--- src/rtl/matrix_frame_sched.sv ---
// matrix_frame_sched: double-buffered pixel store feeding the 8x8 bicolour scan driver.
// Optional build macro MATRIX_SCHED_COPY_EN: refill back buffer from new front after each swap.
module matrix_frame_sched #(
    parameter logic [1:0] CLR_VAL = 2'b00
) (
    input  logic         clk,
    input  logic         rst,
    input  logic         row_tick,
    input  logic         wr_valid,
    output logic         wr_ready,
    input  logic [2:0]   wr_row,
    input  logic [2:0]   wr_col,
    input  logic [1:0]   wr_rg,
    input  logic         clear_req,
    output logic         clear_done,
    input  logic         commit_req,
    output logic         commit_ack,
    output logic [2:0]   scan_row,
    output logic [127:0] data,
    output logic         busy
);

    typedef enum logic [2:0] {
        IDLE,
        CLEAR,
        PEND,
        ACK,
        COPY
    } state_e;

    state_e         state_q, state_d;
    logic [2:0]     cnt_q, cnt_d;
    logic           fsel_q, fsel_d;
    logic           done_q, done_d;
    logic [2:0]     scan_row_q, scan_row_d;
    logic [127:0]   data_q, data_d;
    logic [127:0]   buf0_q, buf0_d;
    logic [127:0]   buf1_q, buf1_d;

    logic [127:0]   front_w;
    logic [127:0]   back_w;
    logic [127:0]   back_d;
    logic [6:0]     wr_idx;
    logic [6:0]     row_base;
    logic           wr_fire;
    logic           boundary;

    // fsel_q picks which buffer is on display; the other one takes edits
    assign front_w  = fsel_q ? buf1_q : buf0_q;
    assign back_w   = fsel_q ? buf0_q : buf1_q;

    // row 0 sits in the top 16 bits of the driver word
    assign wr_idx   = {~wr_row, wr_col, 1'b0};
    assign row_base = {~cnt_q, 4'b0000};

    assign wr_ready   = (state_q == IDLE) && !rst;
    assign wr_fire    = wr_valid && wr_ready;
    assign boundary   = row_tick && (scan_row_q == 3'd7);
    assign commit_ack = (state_q == ACK);
    assign busy       = (state_q != IDLE);
    assign clear_done = done_q;
    assign scan_row   = scan_row_q;
    assign data       = data_q;

    // control FSM: clear / wait-for-boundary / ack / optional copy-back
    always_comb begin
        state_d = state_q;
        cnt_d   = cnt_q;
        fsel_d  = fsel_q;
        data_d  = data_q;
        done_d  = 1'b0;
        case (state_q)
            IDLE: begin
                if (clear_req) begin
                    state_d = CLEAR;
                    cnt_d   = 3'd0;
                end else if (commit_req) begin
                    state_d = PEND;
                end
            end
            CLEAR: begin
                cnt_d = cnt_q + 3'd1;
                if (cnt_q == 3'd7) begin
                    state_d = IDLE;
                    done_d  = 1'b1;
                end
            end
            PEND: begin
                if (boundary) begin
                    state_d = ACK;
                    fsel_d  = ~fsel_q;
                    data_d  = back_w;
                end
            end
            ACK: begin
`ifdef MATRIX_SCHED_COPY_EN
                state_d = COPY;
                cnt_d   = 3'd0;
`else
                state_d = IDLE;
`endif
            end
            COPY: begin
                cnt_d = cnt_q + 3'd1;
                if (cnt_q == 3'd7) begin
                    state_d = IDLE;
                end
            end
            default: state_d = IDLE;
        endcase
    end

    // back-buffer edits: pixel write, row clear or row copy; front is never touched
    always_comb begin
        back_d = back_w;
        case (state_q)
            IDLE: begin
                if (wr_fire) begin
                    back_d[wr_idx +: 2] = wr_rg;
                end
            end
            CLEAR:   back_d[row_base +: 16] = {8{CLR_VAL}};
            COPY:    back_d[row_base +: 16] = front_w[row_base +: 16];
            default: back_d = back_w;
        endcase
        buf0_d = fsel_q ? back_d : buf0_q;
        buf1_d = fsel_q ? buf1_q : back_d;
    end

    // scan row follows the driver in every state, wrapping 7 -> 0
    always_comb begin
        scan_row_d = scan_row_q;
        if (row_tick) begin
            scan_row_d = scan_row_q + 3'd1;
        end
    end

    // control state register
    always_ff @(posedge clk or posedge rst) begin
        if (rst) begin
            state_q <= IDLE;
            cnt_q   <= 3'd0;
            fsel_q  <= 1'b0;
            done_q  <= 1'b0;
        end else begin
            state_q <= state_d;
            cnt_q   <= cnt_d;
            fsel_q  <= fsel_d;
            done_q  <= done_d;
        end
    end

    // pixel storage
    always_ff @(posedge clk or posedge rst) begin
        if (rst) begin
            buf0_q <= '0;
            buf1_q <= '0;
        end else begin
            buf0_q <= buf0_d;
            buf1_q <= buf1_d;
        end
    end

    // driver-facing registers: row counter and displayed frame
    always_ff @(posedge clk or posedge rst) begin
        if (rst) begin
            scan_row_q <= 3'd0;
            data_q     <= '0;
        end else begin
            scan_row_q <= scan_row_d;
            data_q     <= data_d;
        end
    end

endmodule

--- config.mk ---
export PLATFORM = sky130hd
export DESIGN_NAME = matrix_frame_sched
export DESIGN_NICKNAME = d
export VERILOG_FILES = /design/src/rtl/matrix_frame_sched.sv
export SDC_FILE = /design/constraint.sdc
export NUM_CORES = 1
export LEC_CHECK = 0
export ABC_AREA = 1
export BUFFER_PORTS_ARGS = -buffer_cell sky130_fd_sc_hd__buf_2
export CORE_ASPECT_RATIO = 1.1
export CORE_MARGIN = 3
export CORE_UTILIZATION = 61
export CTS_CLUSTER_SIZE = 24
export DETAILED_ROUTE_END_ITERATION = 8
export PLACE_DENSITY_LB_ADDON = 0.12
export SLEW_MARGIN = 25
export SYNTH_ARGS = -nofsm -noshare
export SYNTH_HDL_FRONTEND = slang
export SYNTH_SLANG_ARGS = --single-unit
--- constraint.sdc ---
create_clock -name clk -period 29.4 [get_ports clk]
set_input_delay 0 -clock clk [delete_from_list [all_inputs] [get_ports clk]]
set_output_delay 0 -clock clk [all_outputs]
set_load 0.03 [all_outputs]
# Word level (Yosys, flattened, before mapping)
# Cells that the tools add are included.
[classes] add_sub_neg=4 eq_ne=10 n_shift=6 n_mux=16 n_bitwise=3 n_reduce_logical=11
[ops] op="128-bit bitwise mux" n=3
[ops] op="128-bit two-way mux" n=3
[ops] op="128-bit case mux with 3 select lines" n=1
[ops] op="16-bit by 9-bit variable shift with 128-bit output, first input constant" n=1
[ops] op="2-bit by 9-bit variable shift with 128-bit output, first input constant" n=1
[ops] op="128-bit by 8-bit indexed part select with 16-bit output" n=1
[ops] op="16-bit by 9-bit indexed part select with 128-bit output" n=1
[ops] op="16-bit by 9-bit indexed part select with 128-bit output, first input constant" n=1
[ops] op="2-bit by 9-bit indexed part select with 128-bit output" n=1
[ops] op="7-bit negation with 9-bit output" n=2
[ops] op="3-bit two-way mux" n=5
[ops] op="3-bit == test, second input constant" n=3
[ops] op="3-bit case mux with 3 select lines" n=1
[ops] op="3-bit by 1-bit adder with 3-bit output, second input constant" n=2
[ops] op="3-bit by 2-bit == test with 1-bit output, second input constant" n=2
[ops] op="3-bit inverter" n=2
[ops] op="3-bit case mux with 2 select lines" n=1
[ops] op="2-bit != test, second input constant" n=2
[ops] op="2-bit AND reduction" n=2
[ops] op="3-bit by 1-bit == test with 1-bit output, second input constant" n=1
[ops] op="1-bit logical AND" n=3
[ops] op="3-bit zero test" n=1
[ops] op="3-bit != test, second input constant" n=1
[ops] op="3-bit AND reduction" n=1
[ops] op="other kinds (7)" n=8
[word_totals] ff_bits=395 in_bits=14 out_inout_bits=135 word_cells=58

# Logic depth before layout (Yosys ltp)
[depth] word_depth=6 mapped_depth=17 mapped_depth_nobuf=17

# Least setup slack after synthesis
# Ideal clock, no wire load.
[synth_timing] kind="reg2reg" startpoint="register cnt_q[0]" endpoint="register buf1_q[25]" setup_ns=0.066 arrival_ns=2.049 t_required_ns=29.334 path_slack_ns=27.286 stages_incl_launch_ff=12 n_path_buf=1 period_less_slack_ns=2.114 path_cell_list="dfrtp_1 ha_1 ha_1 inv_1 nor3_1 o21ai_0 clkbuf_1 nor2_1 or2_2 nand2_1 nand2_1 nand2_1"
[synth_via] elab_chain_cells=5 elab_cells_between_ends=9 cone_classes="1 x add/sub; 4 x shift; 3 x mux; 1 x bitwise"
[synth_rtl] element="start, declared" line_no="32" text="logic [2:0] cnt_q, cnt_d;"
[synth_rtl] element="start signal, assigned" line_no="147" text="cnt_q <= cnt_d;"
[synth_rtl] element="3-bit inverter *" line_no="54" text="assign row_base = {~cnt_q, 4'b0000};"
[synth_rtl] element="128-bit by 8-bit indexed part select with 16-bit output / 7-bit negation with 9-bit output (equally long branches)" line_no="123, 122"
[synth_rtl] element="16-bit by 9-bit indexed part select with 128-bit output, or another cell as far along" line_no="123" text="COPY: back_d[row_base +: 16] = front_w[row_base +: 16];"
[synth_rtl] element="128-bit bitwise mux (on tied branches)" line_no="123, 122"
[synth_rtl] element="128-bit case mux with 3 select lines *" line_no="116" text="case (state_q)"
[synth_rtl] element="end signal, assigned" line_no="160" text="buf1_q <= buf1_d;"
[synth_rtl] element="end, declared" line_no="38" text="logic [127:0] buf1_q, buf1_d;"
# Every way passes the cells marked *; elsewhere a longest branch is shown, timed or not.
# A chain may end at the register's enable or synchronous reset.

# Worst setup path in the final report
[layout_timing] startpoint="register fsel_q" endpoint="register buf1_q[118]"
[layout_via] elab_chain_cells=5 elab_cells_between_ends=9 cone_classes="2 x shift; 7 x mux"
[layout_rtl] element="start, declared" line_no="33" text="logic fsel_q, fsel_d;"
[layout_rtl] element="start signal, assigned" line_no="148" text="fsel_q <= fsel_d;"
[layout_rtl] element="128-bit two-way mux" line_no="49" text="assign front_w = fsel_q ? buf1_q : buf0_q;"
[layout_rtl] element="128-bit by 8-bit indexed part select with 16-bit output" line_no="123"
[layout_rtl] element="16-bit by 9-bit indexed part select with 128-bit output" line_no="123"
[layout_rtl] element="128-bit bitwise mux" line_no="123"
[layout_rtl] element="128-bit case mux with 3 select lines" line_no="116"
# Several ways; a longest one is shown, not always the timed one.

==> results.md <==
Outcome:
- The flow ran to the end, and the final reports show no timing, DRC or antenna violations.

STA:
- Headroom to the max-slew limit came out at 0.326.
- Setup repair after global routing left no endpoint under its margin.
- The number of hold violations in the final report is 0.
- The share of the clock period used by the worst path after layout is 0.148.
- The measured slew at the worst slew-check pin is slightly above 1 ns.
- For the final routed database, the setup TNS stands at 0 ns.
- After layout, the worst setup slack is between 20 and 30 ns.
- Timing would allow up to 0.230 GHz.
- The final period demand of the worst path is around 4.4 ns.
- The smallest hold slack is 0.0930 ns.
- Setup violations remaining at the end of the flow were counted as 0.
- On the final layout, the worst clock skew is 0.0164 ns.
- The count of pins over their slew limit was 0.

Synthesis:
- When the netlist entered floorplanning its net count stood at 2698.
- The fraction of the yosys area taken by sequential cells is 0.503.
- In the post-synthesis netlist, the cell with the most instances is nand2_1.
- The total of warnings raised by yosys is 0.
- The share of the synthesized area in the top cell type is 0.503.
- The cell type contributing the most total cell area after synthesis is dfrtp_1.
- The count of different cell masters after synthesis is 34.
- A synthesized cell averages about 7.3 µm².
- The flip-flop and latch count after synthesis is approximately 390.
- Yosys mapped a number of flops with a built-in enable equal to 0.
- The cell count after synthesis is 2677.
- After synthesis, the most frequently instantiated cells are nand2_1, dfrtp_1, o21ai_0, nor2_1, inv_1.
- For this run, asynchronously set or reset flops after synthesis account for 1.00.
- For this run, the leading register cell type out of synthesis is dfrtp_1.
- After synthesis, the cell types taking the most area are dfrtp_1, nand2_1, o21ai_0, nor2_1, nand3_1.
- After synthesis the cells add up to approximately 20000 µm².

Floorplan:
- roughly 150 I/O pins were placed.
- The die is 177 µm wide.
- The number of rows in the core area is 68.
- The die footprint is approximately 34000 µm².
- The height of the die is slightly below 200 µm.
- The area of the core is ~32000 µm².
- The initial core utilization is 0.621.

Power:
- The worst ir drop on vdd is ~0.13 mV.
- Power spread over the standard cell area amounts to between 100 and 150 nW/µm².
- In this run the static leakage power is 11.7 nW.

Route:
- For this run, design rule violations remaining after detail routing come to 0.
- The initial detailed-routing violation count is about 1.9k.
- Wires add up to 60100 µm.
- Dividing the detail-routed wire length by the instance count gives about 19 µm.
- The post-route antenna net violation count is 0.
- The first TritonRoute pass finished after 6 iterations.
- The routed layout has around 18k vias.
- The detailed-route vias per instance is ~5.7.

Worst setup path:
- By startpoint and endpoint, the worst setup path is classified as reg2reg.
- The signal on the critical path passes through buf_4 > buf_4 > buf_4 > o21ai_0 > o21bai_1 > nand2_1 > nand2_1 > o21ai_1 > nand2_1 > nand2_1.
- The most used cell along the critical path is nand2_1.
- The critical path arrival is 4.83 ns.
- The slowest library cell on the worst path is dfrtp_4.
- For the worst setup path, the data required time is 29.87 ns.
- The critical path endpoint category is a flop.
- The stage delay of the slowest cell on the critical path is between 1 and 1.5 ns.
- The worst setup path is launched from a flop.
- Of all nets on the critical path, the largest fanout is 94.

CTS:
- The clock input transition at the sequential cells of the worst setup and hold paths is 0.06 ns.
- In this run, CTS created clock tree buffers numbering 41.
- The number of buffers between clock root and the deepest sink is 3.
- The source-to-sink clock delay at the later pin of the worst-skew pair is ~0.55 ns.
- The number of setup buffers added after CTS is 0.
- The tree built by TritonCTS fans out to 394 sinks.
- TritonCTS built the clock tree.
- The number of buffers inserted by hold repair at cts is 5.
- The count of H-tree levels built during CTS is 2.
- The cell at the root of the clock tree is clkbuf_16.
- The quantity of gates resized following cts is 0.

Global routing:
- The via count of the first global-routing pass is 17.9k.
- The initial antenna violation count is 2.
- Entering global routing, the biggest net connects 228 pins.
- For this run, the total global-route usage over all layers was measured as 0.352.
- The remaining global-route overflow is 0.
- The first global-routing pass estimated approximately 96000 µm of wire.

Placement:
- Buffers placed on the I/O ports in this run total 148.
- OpenSTA, run right after detailed placement, puts the worst setup slack at 25.20 ns.
- After legalization and detailed placement, the total HPWL measured ~40000 µm.
- The congestion estimate from routability-driven global placement came to approximately 1.0.

Flow run:
- Across the run, the number of max-cap violations was 0.

Min path:
- The tightest min-delay check is of the in2reg type.

Cells and area:
- The layout overhead on the synthesized area is 11.6%.
- The number of inserted filler cells in the final layout is between 2k and 3k.
- Of the cells placed in the final design, the portion with a size suffix greater than 1 is 0.102.
- The net count of the finished layout is roughly 2.8k.
==> flip-flops by register name, summed over array words and instances, names as in the netlist <==
| register | flops |
|---|---|
| cnt_q | 3 |
| clear_done | 1 |
| scan_row | 3 |
| buf1_q | 128 |
| state_q | 2 |
| buf0_q | 128 |
| data | 128 |
| fsel_q | 1 |
==> where the power goes <==
group	internal (mW)	leakage, nW	total [mW]	switching (mW)
Clock	0.303	0.643	0.514	0.210
Combinational	0.270	5.82	0.946	0.676
Sequential	0.732	5.29	0.849	0.117
==> path summary, 6_finish.rpt <==
check                                start          end  slack, ns  cells after the start
worst max register to register      fsel_q  buf1_q[118]      25.04                     10
worst max-delay path                fsel_q  buf1_q[118]      25.04                     10
max in group asynchronous              rst       fsel_q      27.63                      5
worst min register to register  buf0_q[24]   buf0_q[24]       0.47                      2
min in group asynchronous              rst     data[88]       0.16                      3
worst min-delay path              wr_rg[0]   buf1_q[48]       0.09                      4
==> routing by layer <==
layer  wire length, µm  track usage
met5                 0            0
met4              2780        0.153
met3              4160       0.0472
met2             28500        0.570
met1             24600        0.479
==> layout by cell type (no fill, tap or decap), types with 2 or more instances in the layout <==
cell type         n
mux2i_1          17
nor2_2            3
buf_4            14
nand4_1          23
inv_1           125
a31oi_1          52
nor2_1          143
nor2_4            2
ha_1              7
o21ai_0         238
o21bai_1          6
diode_2           2
nand2_1        1256
clkinv_1          2
nand3_2           3
clkbuf_16        41
nand3b_1          4
o211ai_1          5
dfrtp_1         393
dlygate4sd3_1     5
buf_12            2
nor3_1           14
nor4_1            2
clkinv_2          3
nand3_1          97
a21oi_1          32
or2_2            27
xor2_1            3
inv_2            12
clkbuf_1         10
buf_2           148
clkbuf_8         12
nand2_2           5
bufinv_16         2
inv_8             2
o21ai_1          53
==> cell families (layout without fill, tap and decap cells) <==
family / Yosys count / after routing / synth area share
and+or+nand+nor: 1583 / 1583 / 0.321
DFF: 394 / 394 / 0.503
AOI/OAI and AO/OA: 387 / 387 / 0.104
buffers and inverters: 285 / 381 / 0.0572
muxes: 17 / 17 / 0.00868
adders and majority gates: 7 / 7 / 0.00447
xor gates and xnor gates: 4 / 4 / 0.00217
other: 0 / 2 / 0
==> layout make-up <==
cell class / count / area (µm²) / area share
Clock buffer: 63 / 1230 / 0.0562
Timing Repair Buffer: 171 / 975 / 0.0446
Multi-Input combinational cell: 1998 / 8640 / 0.395
Inverter: 141 / 544 / 0.0249
Sequential cell: 394 / 9860 / 0.451
Tap cell: 420 / 526 / 0.0240
Clock inverter: 6 / 82.6 / 0.00378
Antenna cell: 2 / 5.00 / 0.000229
==> critical path, delay by kind of cell, from the launching register on <==
family	cells	cell delay (ns)
buffers and inverters	3	2.22
AOI/OAI and AO/OA	3	0.69
and+or+nand+nor	4	0.29
DFF	1	1.03
==> metrics by stage <==
stage / total power [mW] / cells / utilization / instance area, µm²
after floorplan: 1.52 / 2677 / - / 19600
after global placement: 1.73 / 3118 / 0.648 / 20500
after detailed placement: 1.78 / 3118 / 0.648 / 20500
after CTS: 2.30 / 3192 / 0.691 / 21800
after global routing: 2.47 / 3194 / 0.692 / 21900
final: 2.31 / 3195 / 0.693 / 21900
(Power assumes the default switching activity.)
